==> config.mk <==
export PLATFORM = sky130hd
export DESIGN_NAME = rr_arbiter4
export DESIGN_NICKNAME = d
export VERILOG_FILES = /design/src/rtl/rr_arbiter4.sv
export SDC_FILE = /design/constraint.sdc
export NUM_CORES = 1
export LEC_CHECK = 0
export BUFFER_PORTS_ARGS = -buffer_cell sky130_fd_sc_hd__buf_2
export CORE_UTILIZATION = 45
export CTS_CLUSTER_SIZE = 10
export DETAILED_ROUTE_END_ITERATION = 10
export GPL_TIMING_DRIVEN = 0
export MAX_ROUTING_LAYER = met4
export PLACE_DENSITY_LB_ADDON = 0.05
export SLEW_MARGIN = 40
export SYNTH_ARGS = -nofsm -noshare
export SYNTH_HDL_FRONTEND = slang
export SYNTH_SLANG_ARGS = --single-unit
==> constraint.sdc <==
create_clock -name clk -period 3.52 [get_ports clk]
set_clock_uncertainty 0.05 [all_clocks]
set_input_delay 0.352 -clock clk [delete_from_list [all_inputs] [get_ports clk]]
set_output_delay 0.352 -clock clk [all_outputs]
set_load 0.05 [all_outputs]
==> src/rtl/rr_arbiter4.sv <==
// Four-requester round-robin arbiter with a per-grant hold limit.
// Grant, index, valid and timeout are all driven straight from flops.
module rr_arbiter4 #(
    parameter int unsigned MAX_HOLD = 8,
    parameter int unsigned CNT_W    = 8
) (
    input  logic       clk,
    input  logic       rst_n,
    input  logic [3:0] req,
    input  logic       done,
    output logic [3:0] grant,
    output logic [1:0] grant_idx,
    output logic       grant_valid,
    output logic       timeout
);

    localparam logic [CNT_W-1:0] HOLD_LAST = CNT_W'(MAX_HOLD - 1);

    typedef enum logic {
        S_IDLE = 1'b0,
        S_BUSY = 1'b1
    } state_e;

    state_e           state_q;
    logic [CNT_W-1:0] hold_cnt_q;
    logic [1:0]       last_ptr_q;
    logic [3:0]       grant_q;
    logic [1:0]       grant_idx_q;
    logic             grant_valid_q;
    logic             timeout_q;

    logic [1:0]       win_idx_c;
    logic             win_found_c;
    logic [1:0]       cand_c;
    logic             release_c;

    // Scan from the client after the last owner; first active request wins.
    always_comb begin
        win_idx_c   = 2'd0;
        win_found_c = 1'b0;
        cand_c      = 2'd0;
        for (int k = 1; k <= 4; k++) begin
            cand_c = last_ptr_q + 2'(k);
            if (!win_found_c && req[cand_c]) begin
                win_idx_c   = cand_c;
                win_found_c = 1'b1;
            end
        end
    end

    // Owner gave the resource back voluntarily (done or request withdrawn).
    assign release_c = done || !req[grant_idx_q];

    always_ff @(posedge clk or negedge rst_n) begin
        if (!rst_n) begin
            state_q       <= S_IDLE;
            hold_cnt_q    <= '0;
            last_ptr_q    <= 2'd3;
            grant_q       <= 4'b0000;
            grant_idx_q   <= 2'd0;
            grant_valid_q <= 1'b0;
            timeout_q     <= 1'b0;
        end else begin
            case (state_q)
                S_IDLE: begin
                    timeout_q <= 1'b0;
                    if (win_found_c) begin
                        grant_q       <= 4'b0001 << win_idx_c;
                        grant_idx_q   <= win_idx_c;
                        grant_valid_q <= 1'b1;
                        hold_cnt_q    <= '0;
                        state_q       <= S_BUSY;
                    end
                end
                S_BUSY: begin
                    if (release_c || (hold_cnt_q == HOLD_LAST)) begin
                        // Forced release only flags timeout when the owner had not let go.
                        timeout_q     <= !release_c;
                        last_ptr_q    <= grant_idx_q;
                        grant_q       <= 4'b0000;
                        grant_idx_q   <= 2'd0;
                        grant_valid_q <= 1'b0;
                        hold_cnt_q    <= '0;
                        state_q       <= S_IDLE;
                    end else begin
                        timeout_q  <= 1'b0;
                        hold_cnt_q <= hold_cnt_q + CNT_W'(1);
                    end
                end
                default: begin
                    state_q       <= S_IDLE;
                    grant_q       <= 4'b0000;
                    grant_idx_q   <= 2'd0;
                    grant_valid_q <= 1'b0;
                    timeout_q     <= 1'b0;
                end
            endcase
        end
    end

    assign grant       = grant_q;
    assign grant_idx   = grant_idx_q;
    assign grant_valid = grant_valid_q;
    assign timeout     = timeout_q;

endmodule

Yosys cells after proc, flatten, opt, wreduce, memory -nomap -nowiden --
Index checks and enable logic that the tools add are counted.
Cells by class: add/subtract/negate cells 4, order comparisons 5, eq/ne operators 3, shifts and indexed selects 1, muxes and demuxes 35, bitwise gates (word level) 1, reductions and logical operators 12
Operators by type and width (number):
- $mux W8 | 2
- $pmux W8 S2 | 1
- $lt A2 B3 Y1 const B | 5
- $mux W1 | 14
- $mux W2 | 6
- $bmux W1 S2 | 5
- $add A8 B1 Y8 const B | 1
- $eq A8 B3 Y1 const B | 1
- $mux W4 | 2
- $pmux W4 S2 | 1
- $pmux W1 S2 | 3
- $logic_not A1 Y1 | 5
- $add A2 B2 Y2 const B | 2
- $pmux W2 S2 | 1
- $reduce_and A2 Y1 | 2
- $shl A1 B2 Y4 const A | 1
- $logic_and A1 B1 Y1 | 3
- $add A2 B1 Y2 const B | 1
- $logic_or A1 B1 Y1 | 2
- $ne A2 B1 Y1 const B | 1
- $ne A2 B2 Y1 const B | 1
- $not A1 Y1 | 1
Storage, ports and cells: register bits after elaboration 19, input bits 7, word-level logic and storage cells 68

Longest topological paths before layout --
Gate-level depths: netlist of run 1.
depth after elaboration 16, mapped depth 5, gate-level depth less buffers 5

Worst setup path after synthesis of run 1 --
No wires, ideal clock.
kind register -> register, from register grant_idx_q[1], in the netlist grant_idx[1], to register last_ptr_q[0], library setup time 0.082 ns, arrival time 1.642 ns, slack 1.746 ns, cell stages (with the launch flop) 5, period minus slack after synthesis 1.774 ns, cell sequence dfrtp_1 mux2i_1 o22a_4 o21ai_2 mux2_2
Between the ends: word-level cells in the longest chain between the ends 6
RTL lines:
- start, declared | line 28 | logic [1:0] grant_idx_q;
- start signal, assigned | line 69 | grant_idx_q <= win_idx_c;
- $bmux W1 S2 | line 52 | assign release_c = done || !req[grant_idx_q];
- $mux W1 (not written as such) | line 52
- $logic_not A1 Y1 | line 52
- $logic_or A1 B1 Y1 | line 52
- $logic_or A1 B1 Y1 | line 76 | if (release_c || (hold_cnt_q == HOLD_LAST)) begin
- $reduce_and A2 Y1 (no line)
- end signal, assigned | line 79 | last_ptr_q <= grant_idx_q;
- end, declared | line 26 | logic [1:0] last_ptr_q;
No other way between the ends. The select of a mux whose other input is x is not followed. A chain may end at the register's enable or synchronous reset.

Worst setup path after layout of run 1 --
from register hold_cnt_q[0], to register grant_q[3], in the netlist grant[3]
Between the ends: word-level cells in the longest chain between the ends 4
RTL lines:
- start, declared | line 25 | logic [CNT_W-1:0] hold_cnt_q;
- start signal, assigned | line 87 | hold_cnt_q <= hold_cnt_q + CNT_W'(1);
- $eq A8 B3 Y1 | line 76
- $logic_or A1 B1 Y1 | line 76
- $ne A2 B1 Y1 (no line)
- $reduce_and A2 Y1 (no line)
- end signal, assigned | line 68 | grant_q <= 4'b0001 << win_idx_c;
- end, declared | line 27 | logic [3:0] grant_q;
No other way between the ends.

==> reports/qor.txt, run 1 <==
routed wire length = 2.10 mm
Worst Path Arrival = 2080 ps
Initial Util = 50.2%
CP Capture Type = flop
Core Box Area = 2040 µm²
Hold Crit Class = in -> reg
CTS Buf Count = 3
status = completed
layout cell share with drive strength beyond 1 = 24.3%
die width = 49.7 µm
Worst VDD drop = 470 µV
post-synth top area share = 41.5%
commonest cells after routing, fill and taps aside = 17 x dfrtp_1, 15 x buf_2, 7 x nand2_1, 6 x a31oi_1, 5 x nand3_1
synthesized cell area = 1020 µm²
number of global-route vias before repair = 791
crit start category = flop
crit share post-route = 55.0%
diode count = 0
dpl hpwl = 1.57 mm
Max Slew Vio Count = 0
Synth Instances = 96
Critical path origin = hold_cnt_q[0]
Final Hold Viols = 0
unrepaired setup endpoints after global routing = no
Worst Path Required = 3660 ps
TritonCTS clock tree = built
Pre-Repair DR Iteration Count = 3
clock buffer depth = 2
row count = 16
Vias/cell = 5.64
worst reg2reg path depth = 5
port bufs = 14
number of synthesized flops with an enable pin = 0
routability cong. = 0.851
final worst slack = 1590 ps
pwr/cell area = 734 nW/µm²
Mapped Nets = 104
Routed Antenna Nets = 0
Die H = 49.7 µm
Seq/Total Area, Yosys = 46.6%
met2 Use GR = 29.1%
min cycle time layout = 1930 ps
die area = 2470 µm²
DR WL/cell = 14.8 µm
pre-CTS setup slack = 1640 ps
Fill cells = 191
relative slew slack = 56.6%
final net count = 124
CTS Sinks = 19
min-delay src = req[0]
grt total ovfl = 0
FF+latch count, synth = 19
PostCTS Resize Cnt = 0
Area Overhead vs Synth = 13.8%
boundary pin count = 15
Synth area leaders = dfrtp_1 42%, dfstp_2 5.1%, a31oi_1 3.7%
Fmax = 0.517 GHz
Main synth FF type = dfrtp_1
worst r2r src = hold_cnt_q[0]
Root Buffer = clkbuf_4
setup TNS = 0 ps
commonest non-fill, non-tap cell in the layout = dfrtp_1
count of cell types in the netlist = 41
DRT iter0 DRCs = 23
Reg clk slew, reported paths = 120 ps
GRT met3 Usage = 3.70%
Max-Cap Viols = 0
Tightest Pin Transition = 650 ps
largest net degree at the start of global routing = 20
initial antenna violation count = 0
leakage = 0.506 nW
critical path type = reg -> reg
met1 Usage GRT = 28.9%
GRT Max-Usage Layer = met2
CTS H-tree depth = 1
largest area contributor in the netlist = dfrtp_1
GR Util All Layers = 20.2%
Avg Inst Size Synth = 10.7 µm²
first-pass GRT wire length = 3.66 mm
DR vias = 801
setup violators final = 0
DRC viols = 0
Async SR Flop Fraction = 100%
latest clock arrival within the worst-skew pair = 300 ps
crit path max fanout = 6
yosys warns = 0
Min-Delay Path Depth = 3
-- worst max-delay path, stage by stage, from the launching register on --
cell and delay (ps):
dfrtp_1 440, ha_1 250, nand4bb_1 220, o41ai_4 350, o21ai_1 230, a22o_1 280
-- cell families after synthesis --
logic type / after synthesis / synth area share [%]
buffers and inverters: 5 / 1.95
XOR/XNOR: 1 / 0.855
flip-flops: 19 / 46.6
adder cells (fa/ha/maj): 1 / 1.22
multiplexers: 5 / 5.13
AND/OR/NAND/NOR: 35 / 19.7
AO/OA/AOI/OAI: 30 / 24.5
-- report_power, final --
part / switching [W] / leakage, nW / internal (W) / total, W
Combinational: 0.000268 / 0.241 / 0.000142 / 0.000410
Sequential: 0.0000510 / 0.247 / 0.000282 / 0.000333
Clock: 0.0000706 / 0.0177 / 0.0000424 / 0.000113
-- metrics by stage --
stage               cell area, µm²  hold WS, ps  utilization [%]  instances  total power [W]
finish                        1170          371             57.1        142         0.000856
CTS                           1170          377             57.1        142         0.000861
detailed placement            1130          267             55.3        137         0.000750
global route                  1170          400             57.1        142         0.000913
floorplan                     1020         6.41                -         96         0.000649
global placement              1130          263             55.3        137         0.000740
-- routing by layer --
layer	up-vias	wire length (µm)
met5	-	0
met4	0	31
met3	5	52
met2	11	934
met1	372	1090
li1	413	-
-- synthesized netlist by cell type (2+ instances only) --
master,n
and2_1,2
mux2i_1,3
dfstp_2,2
nand2b_1,4
nor3_1,2
mux2_2,2
a32o_1,2
a22o_1,2
dfrtp_1,17
o21ai_0,3
a31oi_1,6
o22ai_1,2
and3_1,2
nor2b_1,2
nand2_1,7
a21oi_1,2
nor2_1,2
nand3_1,5
o2bb2ai_1,2
inv_1,3
or3_1,4
-- path summary, 6_finish.rpt --
check                           endpoint  slack [ps]
setup / recovery                grant[3]        1590
hold / removal                   state_q         370
setup reg to reg                grant[3]        1590
hold reg to reg              grant_valid         450
max in group asynchronous  last_ptr_q[0]        2640
min in group asynchronous        timeout         450
-- layout make-up --
type                       instances  area (µm²)  area share, %
clock buffer                       3        22.5           1.93
inverter                           3        11.3          0.966
sequential                        19         478           41.0
timing repair buffer              15        80.1           6.87
clock inverter                     1        5.00          0.429
tap                               27        33.8           2.90
multi-input combinational         72         527           45.2
buffer                             2        8.76          0.751
-- flip-flops by register name, indices dropped and copies added (netlist names) --
| register | flops |
|---|---|
| state_q | 1 |
| timeout | 1 |
| grant_valid | 1 |
| last_ptr_q | 2 |
| hold_cnt_q | 8 |
| grant_idx | 2 |
| grant | 4 |
-- what timing repair did --
action / CTS / global route
setup endpoints to repair: 0 / 0
hold buffers: 1 / 0
endpoints found under the hold margin: 17 / 0
setup buffers: 0 / 0
(Power assumes the default switching activity.)
==> run 2: changes to the inputs <==
- ABC_AREA: default -> 1
- clock period: 3.52 -> 1.7 ns (I/O delays scaled with it)
==> run 2 against run 1 <==
  * The flow now finishes with violations (negative setup slack)
  * Utilization up 4.6 points
  * Synthesized cell count up 77%
  * Critical path depth up 7
  * Wire length up 43%
  * First-iteration DRC count up 57%
  * Highest routed layer unchanged
==> reports/qor.txt, run 2 <==
DRC viols = 0 (unchanged)
DR vias = 1204 (was 801)
delay-heaviest family, CP = simple AND/OR/NAND/NOR gates (was compound AO/OA/AOI/OAI gates)
Final Hold Viols = 0 (unchanged)
Avg Inst Size Synth = 7.57 µm² (was 10.7 µm²)
cell mode on critical path = nand2_4
routability cong. = 0.876 (was 0.851)
clock buffer depth = 2 (unchanged)
die area = 3080 µm² (was 2470 µm²)
Routed Antenna Nets = 0 (unchanged)
Pre-Repair DR Iteration Count = 4 (was 3)
unrepaired setup endpoints after global routing = yes (was no)
Worst Path Arrival = 1920 ps (was 2080 ps)
Max-Cap Viols = 0 (unchanged)
Fmax = 0.564 GHz (was 0.517 GHz)
total power = 0.00352 W (was 0.000856 W)
CP bufs+invs = 2 (was 0)
pwr/cell area = 2090 nW/µm² (was 734 nW/µm²)
Commonest cells post-synth = 51 x nand2_1, 19 x nand3_1, 17 x dfrtp_1 (was 17 x dfrtp_1, 7 x nand2_1, 6 x a31oi_1)
Core Box Area = 2730 µm² (was 2040 µm²)
first-pass GRT wire length = 5.02 mm (was 3.66 mm)
Die H = 55.5 µm (was 49.7 µm)
TritonCTS clock tree = built (unchanged)
synthesized cell area = 1290 µm² (was 1020 µm²)
boundary pin count = 15 (unchanged)
min-delay src = done (was req[0])
critical-path cell list = buf_8, inv_8, nand2_4, nand2_4, nand2_4, nand2_4, nor2_8, nand4_1, nand2_2, nor2_1, nand2_1, nand2_1 (was ha_1, nand4bb_1, o41ai_4, o21ai_1, a22o_1)
yosys warns = 0 (unchanged)
max FFs per register = 8 (unchanged)
port bufs = 14 (unchanged)
Hold Crit Class = in -> reg (unchanged)
number of synthesized flops with an enable pin = 0 (unchanged)
final worst slack = -71.5 ps (was 1590 ps)
failing checks = negative setup slack
Worst Path Required = 1850 ps (was 3660 ps)
CP Capture Type = flop (unchanged)
Top reg by flops = hold_cnt_q (unchanged)
dpl hpwl = 1.97 mm (was 1.57 mm)
flop2flop setup slack = -70 ps (was 1590 ps)
Fill cells = 239 (was 191)
Async SR Flop Fraction = 100% (unchanged)
FF+latch count, synth = 19 (unchanged)
count of cell types in the netlist = 30 (was 41)
Vias/cell = 5.15 (was 5.64)
DR WL/cell = 12.8 µm (was 14.8 µm)
layout cell share with drive strength beyond 1 = 39.9% (was 24.3%)
register area = 478 µm² (unchanged)
Root Buffer = clkbuf_4 (unchanged)
row count = 19 (was 16)
CTS Sinks = 19 (unchanged)
setup violators final = 7 (was 0)
largest area contributor in the netlist = dfrtp_1 (unchanged)
number of global-route vias before repair = 1131 (was 791)
latest clock arrival within the worst-skew pair = 300 ps (about the same)
Main synth FF type = dfrtp_1 (unchanged)
relative slew slack = 69.8% (was 56.6%)
commonest non-fill, non-tap cell in the layout = nand2_1 (was dfrtp_1)
Seq/Total Area, Yosys = 37.2% (was 46.6%)
grt total ovfl = 0 (unchanged)
DRT iter0 DRCs = 36 (was 23)
routed wire length = 3.00 mm (was 2.10 mm)
crit path max fanout = 8 (was 6)
largest net degree at the start of global routing = 20 (unchanged)
Synth Instances = 170 (was 96)
Min-Delay Path Depth = 4 (was 3)
area post-placement = 1400 µm² (was 1130 µm²)
status = finished with violations (was completed)
Reg2Reg Capture Point = grant[0] (was grant[3])
post-route cell area = 1690 µm² (was 1170 µm²)
Mapped Nets = 178 (was 104)
Area Overhead vs Synth = 31.2% (was 13.8%)
most frequent cell after synthesis = nand2_1 (was dfrtp_1)
CTS H-tree depth = 1 (unchanged)
critical path type = reg -> reg (unchanged)
Worst path max stage delay = 550 ps (was 440 ps)
final net count = 212 (was 124)
area of the multi-input gates = 828 µm² (was 527 µm²)
Worst Hold Endpoint = timeout (was state_q)
pre-CTS setup slack = -84.7 ps (was 1640 ps)
Max Slew Vio Count = 0 (unchanged)
GR Util All Layers = 21.0% (was 20.2%)
diode count = 0 (unchanged)
min cycle time layout = 1770 ps (was 1930 ps)
worst r2r src = last_ptr_q[0] (was hold_cnt_q[0])
crit start category = flop (unchanged)
post-synth top area share = 33.1% (was 41.5%)
Worst VDD drop = 1790 µV (was 470 µV)
Initial Util = 47.0% (was 50.2%)
Tightest Pin Transition = 451 ps (was 650 ps)
worst reg2reg path depth = 12 (was 5)
initial antenna violation count = 0 (unchanged)
leakage = 0.845 nW (was 0.506 nW)
CTS Buf Count = 3 (unchanged)
crit share post-route = 104% (was 55.0%)
Slowest-stage cell, CP = dfstp_2 (was dfrtp_1)
Reg clk slew, reported paths = 110 ps (was 120 ps)
die width = 55.5 µm (was 49.7 µm)
commonest cells after routing, fill and taps aside = 38 x nand2_1, 17 x dfrtp_1, 15 x inv_1, 14 x buf_2, 13 x nand2_2 (was 17 x dfrtp_1, 15 x buf_2, 7 x nand2_1, 6 x a31oi_1, 5 x nand3_1)
worst hold margin = 74.5 ps (was 371 ps)
Synth area leaders = dfrtp_1 33%, nand2_1 15%, nand3_1 7.4% (was dfrtp_1 42%, dfstp_2 5.1%, a31oi_1 3.7%)
[run 2: changes by cell type in the layout (fill, tap and decap cells not counted), moves of 7 or more]
cell / previous run / this run
buf_4: 0 / 12
inv_1: 3 / 15
nand2_1: 7 / 38
nand2_2: 0 / 13
nand2_4: 0 / 11
nand3_1: 5 / 12
nand3_2: 0 / 8
o21ai_1: 1 / 8
[run 2: stage by stage]
stage                     setup TNS, ps  utilization (%)  std cells
after CTS                          -286             58.7        231
after floorplan                       0                -        170
after detailed placement           -369             51.0        215
after global routing              -1180             61.7        234
final                              -380             61.7        234
after global placement            -82.3             51.0        215
[run 2: repair_timing]
| item | 4_1_cts | 5_1_grt |
|---|---|---|
| gates resized for setup | 24 | 16 |
| gates cloned | 1 | 0 |
| hold buffers | 1 | 0 |
| endpoints found under the hold margin | 17 | 0 |
| pin swaps | 14 | 13 |
| setup buffers | 10 | 3 |
| setup endpoints to repair | 13 | 18 |
[run 2: worst register-to-register path: cells and delay by family, from the launching register on]
kind	cells	cell delay (ps)
AND/OR/NAND/NOR	10	880
flip-flops	1	550
buffers and inverters	2	180
[run 2: worst max path at each step]
stage	start	endpoint	cells after the start
global placement	last_ptr_q[0]	grant[0]	13
detailed placement	last_ptr_q[0]	grant[0]	12
floorplan	grant_idx[0]	hold_cnt_q[3]	7
CTS	last_ptr_q[0]	grant[0]	12
global route	last_ptr_q[0]	grant[0]	12
finish	last_ptr_q[0]	grant[0]	12
[run 2: layer usage]
layer  wire length, µm  global-route usage, %  up-vias
met5                 0                      -        -
met2              1380                   32.0       22
met3               104                   3.75        2
met1              1500                   28.8      565
met4                13                   6.07        0
li1                  -                      -      615
[run 2: area by class of cell]
type	instances	area share, %
buffer	3	2.74
clock buffer	4	1.56
inverter	21	5.26
multi-input combinational	128	49.1
sequential	19	28.3
tap	31	2.30
timing repair buffer	28	10.7
[run 2: logic make-up after synthesis]
kind of cell    count (synthesis)  share of synthesized area [%]
xor+xnor                        4                           2.72
buf+inv                        24                           9.53
compound gates                 18                           8.76
flops                          19                           37.2
fa+ha+maj                       1                          0.973
simple gates                  104                           40.9
[run 2: power breakdown]
group / total [W] / leakage [nW] / internal (W) / switching (W)
clock network: 0.000230 / 0.0150 / 0.0000913 / 0.000139
registers: 0.000689 / 0.246 / 0.000592 / 0.0000969
logic: 0.00260 / 0.584 / 0.000958 / 0.00165
==> run 3: changes to the inputs <==
--- a/config.mk
+++ b/config.mk
@@ -7,5 +7,5 @@
 export LEC_CHECK = 0
-export ABC_AREA = 1
 export BUFFER_PORTS_ARGS = -buffer_cell sky130_fd_sc_hd__buf_2
 export CORE_UTILIZATION = 45
+export CTS_BUF_LIST = sky130_fd_sc_hd__clkbuf_8
 export CTS_CLUSTER_SIZE = 10
==> constraint.sdc (replaced) <==
create_clock -name clk -period 1.7 [get_ports clk]
set_clock_uncertainty 0.05 [all_clocks]
set_input_delay 0.51 -clock clk [delete_from_list [all_inputs] [get_ports clk]]
set_output_delay 0.51 -clock clk [all_outputs]
set_load 0.05 [all_outputs]
==> run 3 against run 2 <==
  * The run still ends with negative setup slack left
  * Clock-buffer cell count shrank 1
  * Wire length shrank 26%
  * Critical path depth shrank 5
  * Critical endpoint is now hold_cnt_q[5]
  * Register-to-register slack gained 40 ps
==> reports/qor.txt, run 3 (synthesis results as in run 1) <==
status = finished with violations (unchanged)
failing checks = negative setup slack (unchanged)
Max Slew Vio Count = 0 (unchanged)
CTS H-tree depth = 1 (unchanged)
Tightest Pin Transition = 515 ps (was 451 ps)
dpl hpwl = 1.58 mm (was 1.97 mm)
Hold Buf Count CTS = 0 (was 1)
setup violators final = 1 (was 7)
GR Util All Layers = 21.4% (was 21.0%)
Worst Path Arrival = 1860 ps (was 1920 ps)
layout cell share with drive strength beyond 1 = 34.5% (was 39.9%)
Core Box Area = 2040 µm² (was 2730 µm²)
final worst slack = -32.3 ps (was -71.5 ps)
switching power = 0.000845 W (was 0.00188 W)
Worst path max stage delay = 410 ps (was 550 ps)
Switching Fraction = 43.7% (was 53.4%)
largest net degree at the start of global routing = 20 (unchanged)
Top reg by flops = hold_cnt_q (unchanged)
CP Capture Type = flop (unchanged)
Pre-Repair DR Iteration Count = 4 (unchanged)
DR WL/cell = 15.2 µm (was 12.8 µm)
unrepaired setup endpoints after global routing = yes (unchanged)
Comb power frac = 45.9% (was 73.9%)
crit start category = flop (unchanged)
final net count = 128 (was 212)
leakage = 0.538 nW (was 0.845 nW)
grt total ovfl = 0 (unchanged)
Area Overhead vs Synth = 23.6% (was 31.2%)
Reg clk slew, reported paths = 70 ps (was 110 ps)
DR vias = 844 (was 1204)
min cycle time layout = 1730 ps (was 1770 ps)
total power = 0.00193 W (was 0.00352 W)
critical-path cell list = ha_4, nand4bb_1, buf_4, o41ai_4, buf_4, or3_1, a31oi_1 (was buf_8, inv_8, nand2_4, nand2_4, nand2_4, nand2_4, nor2_8, nand4_1, nand2_2, nor2_1, nand2_1, nand2_1)
critical path type = reg -> reg (unchanged)
port bufs = 14 (unchanged)
relative slew slack = 65.7% (was 69.8%)
number of global-route vias before repair = 833 (was 1131)
crit share post-route = 102% (was 104%)
Worst VDD drop = 1100 µV (was 1790 µV)
routability cong. = 0.851 (was 0.876)
Vias/cell = 5.78 (was 5.15)
DRC viols = 0 (unchanged)
row count = 16 (was 19)
cell internal pwr = 0.00109 W (was 0.00164 W)
Final Core Density = 62.0% (was 61.7%)
latest clock arrival within the worst-skew pair = 260 ps (was 300 ps)
DRT iter0 DRCs = 16 (was 36)
first-pass GRT wire length = 3.92 mm (was 5.02 mm)
part of the power in the clock network = 16.4% (was 6.5%)
TritonCTS clock tree = built (unchanged)
Slowest-stage cell, CP = dfrtp_1 (was dfstp_2)
pwr/cell area = 1530 nW/µm² (was 2090 nW/µm²)
Hold Crit Class = in -> async (was in -> reg)
max FFs per register = 8 (unchanged)
commonest cells after routing, fill and taps aside = 15 x buf_2, 15 x dfrtp_1, 7 x nand2_1, 6 x a31oi_1, 6 x buf_4 (was 38 x nand2_1, 17 x dfrtp_1, 15 x inv_1, 14 x buf_2, 13 x nand2_2)
diode count = 0 (unchanged)
Root Buffer = clkbuf_8 (was clkbuf_4)
routed wire length = 2.22 mm (was 3.00 mm)
die width = 49.7 µm (was 55.5 µm)
crit path max fanout = 3 (was 8)
Final Hold Viols = 0 (unchanged)
clock buffer depth = 2 (unchanged)
CTS Sinks = 19 (unchanged)
boundary pin count = 15 (unchanged)
Seq pwr share = 37.7% (was 19.6%)
Fmax = 0.577 GHz (was 0.564 GHz)
cell mode on critical path = buf_4 (was nand2_4)
Die H = 49.7 µm (was 55.5 µm)
Max-Cap Viols = 0 (unchanged)
Initial Util = 50.2% (was 47.0%)
CP bufs+invs = 2 (unchanged)
delay-heaviest family, CP = simple AND/OR/NAND/NOR gates (unchanged)
Worst Path Required = 1830 ps (was 1850 ps)
CTS Buf Count = 3 (unchanged)
initial antenna violation count = 0 (unchanged)
Routed Antenna Nets = 0 (unchanged)
die area = 2470 µm² (was 3080 µm²)
==> run 3: power groups by stage <==
stage | Sequential, W | Combinational (W) | Clock (W)
final | 0.000730 | 0.000887 | 0.000317
after global routing | 0.000755 | 0.000955 | 0.000350
after CTS | 0.000693 | 0.000926 | 0.000326
after detailed placement | 0.000703 | 0.000851 | 0
after global placement | 0.000695 | 0.000842 | 0
after floorplan | 0.000918 | 0.000430 | 0
==> run 3: worst reg2reg max path, stage by stage (launching register included) <==
cell and delay [ps]:
dfrtp_1 410, ha_4 170, nand4bb_1 130, buf_4 150, o41ai_4 70, buf_4 170, or3_1 350, a31oi_1 160
==> run 3: worst paths after layout <==
kind	start	to	slack, ps	cells past startpoint
worst max-delay path	hold_cnt_q[0]	hold_cnt_q[5]	-30	7
worst min-delay path	rst_n	grant[3]	140	1
worst max register to register	hold_cnt_q[0]	hold_cnt_q[5]	-30	7
worst min register to register	grant[0]	grant[0]	440	1
max in group asynchronous	rst_n	last_ptr_q[1]	1130	1
min in group clk	grant[0]	grant[0]	440	1
==> run 3: cell type report <==
| cell class | count | area (µm²) |
|---|---|---|
| buffer | 1 | 5.00 |
| clock buffer | 3 | 41.3 |
| clock inverter | 1 | 7.51 |
| fill | 189 | 776 |
| inverter | 3 | 11.3 |
| multi-input combinational | 72 | 572 |
| sequential | 19 | 480 |
| tap | 27 | 33.8 |
| timing repair buffer | 20 | 115 |
==> run 3: layer usage <==
metal  GRT usage, %  vias up  share of wire (%)
li1               -      418                  -
met1           30.9      416                 52
met2           31.8        8                 45
met3           4.63        2                2.1
met4           2.86        0               0.54
met5              -        -                  0
==> run 3: timing repair <==
action,CTS,global route
pin swaps,8,5
resized for setup,5,2
setup endpoints to repair,17,16
setup buffers,6,0
==> run 3: stage by stage <==
step	hold slack, ps	instance area, µm²	std cells	setup WS (ps)	TNS, ps
after floorplan	164	1030	96	34.3	0
after global placement	414	1130	137	-368	-3780
after detailed placement	423	1130	137	-358	-3770
after CTS	141	1250	147	-18.0	-28.7
after global routing	153	1270	146	-76.1	-310
final	137	1270	146	-32.3	-32.3
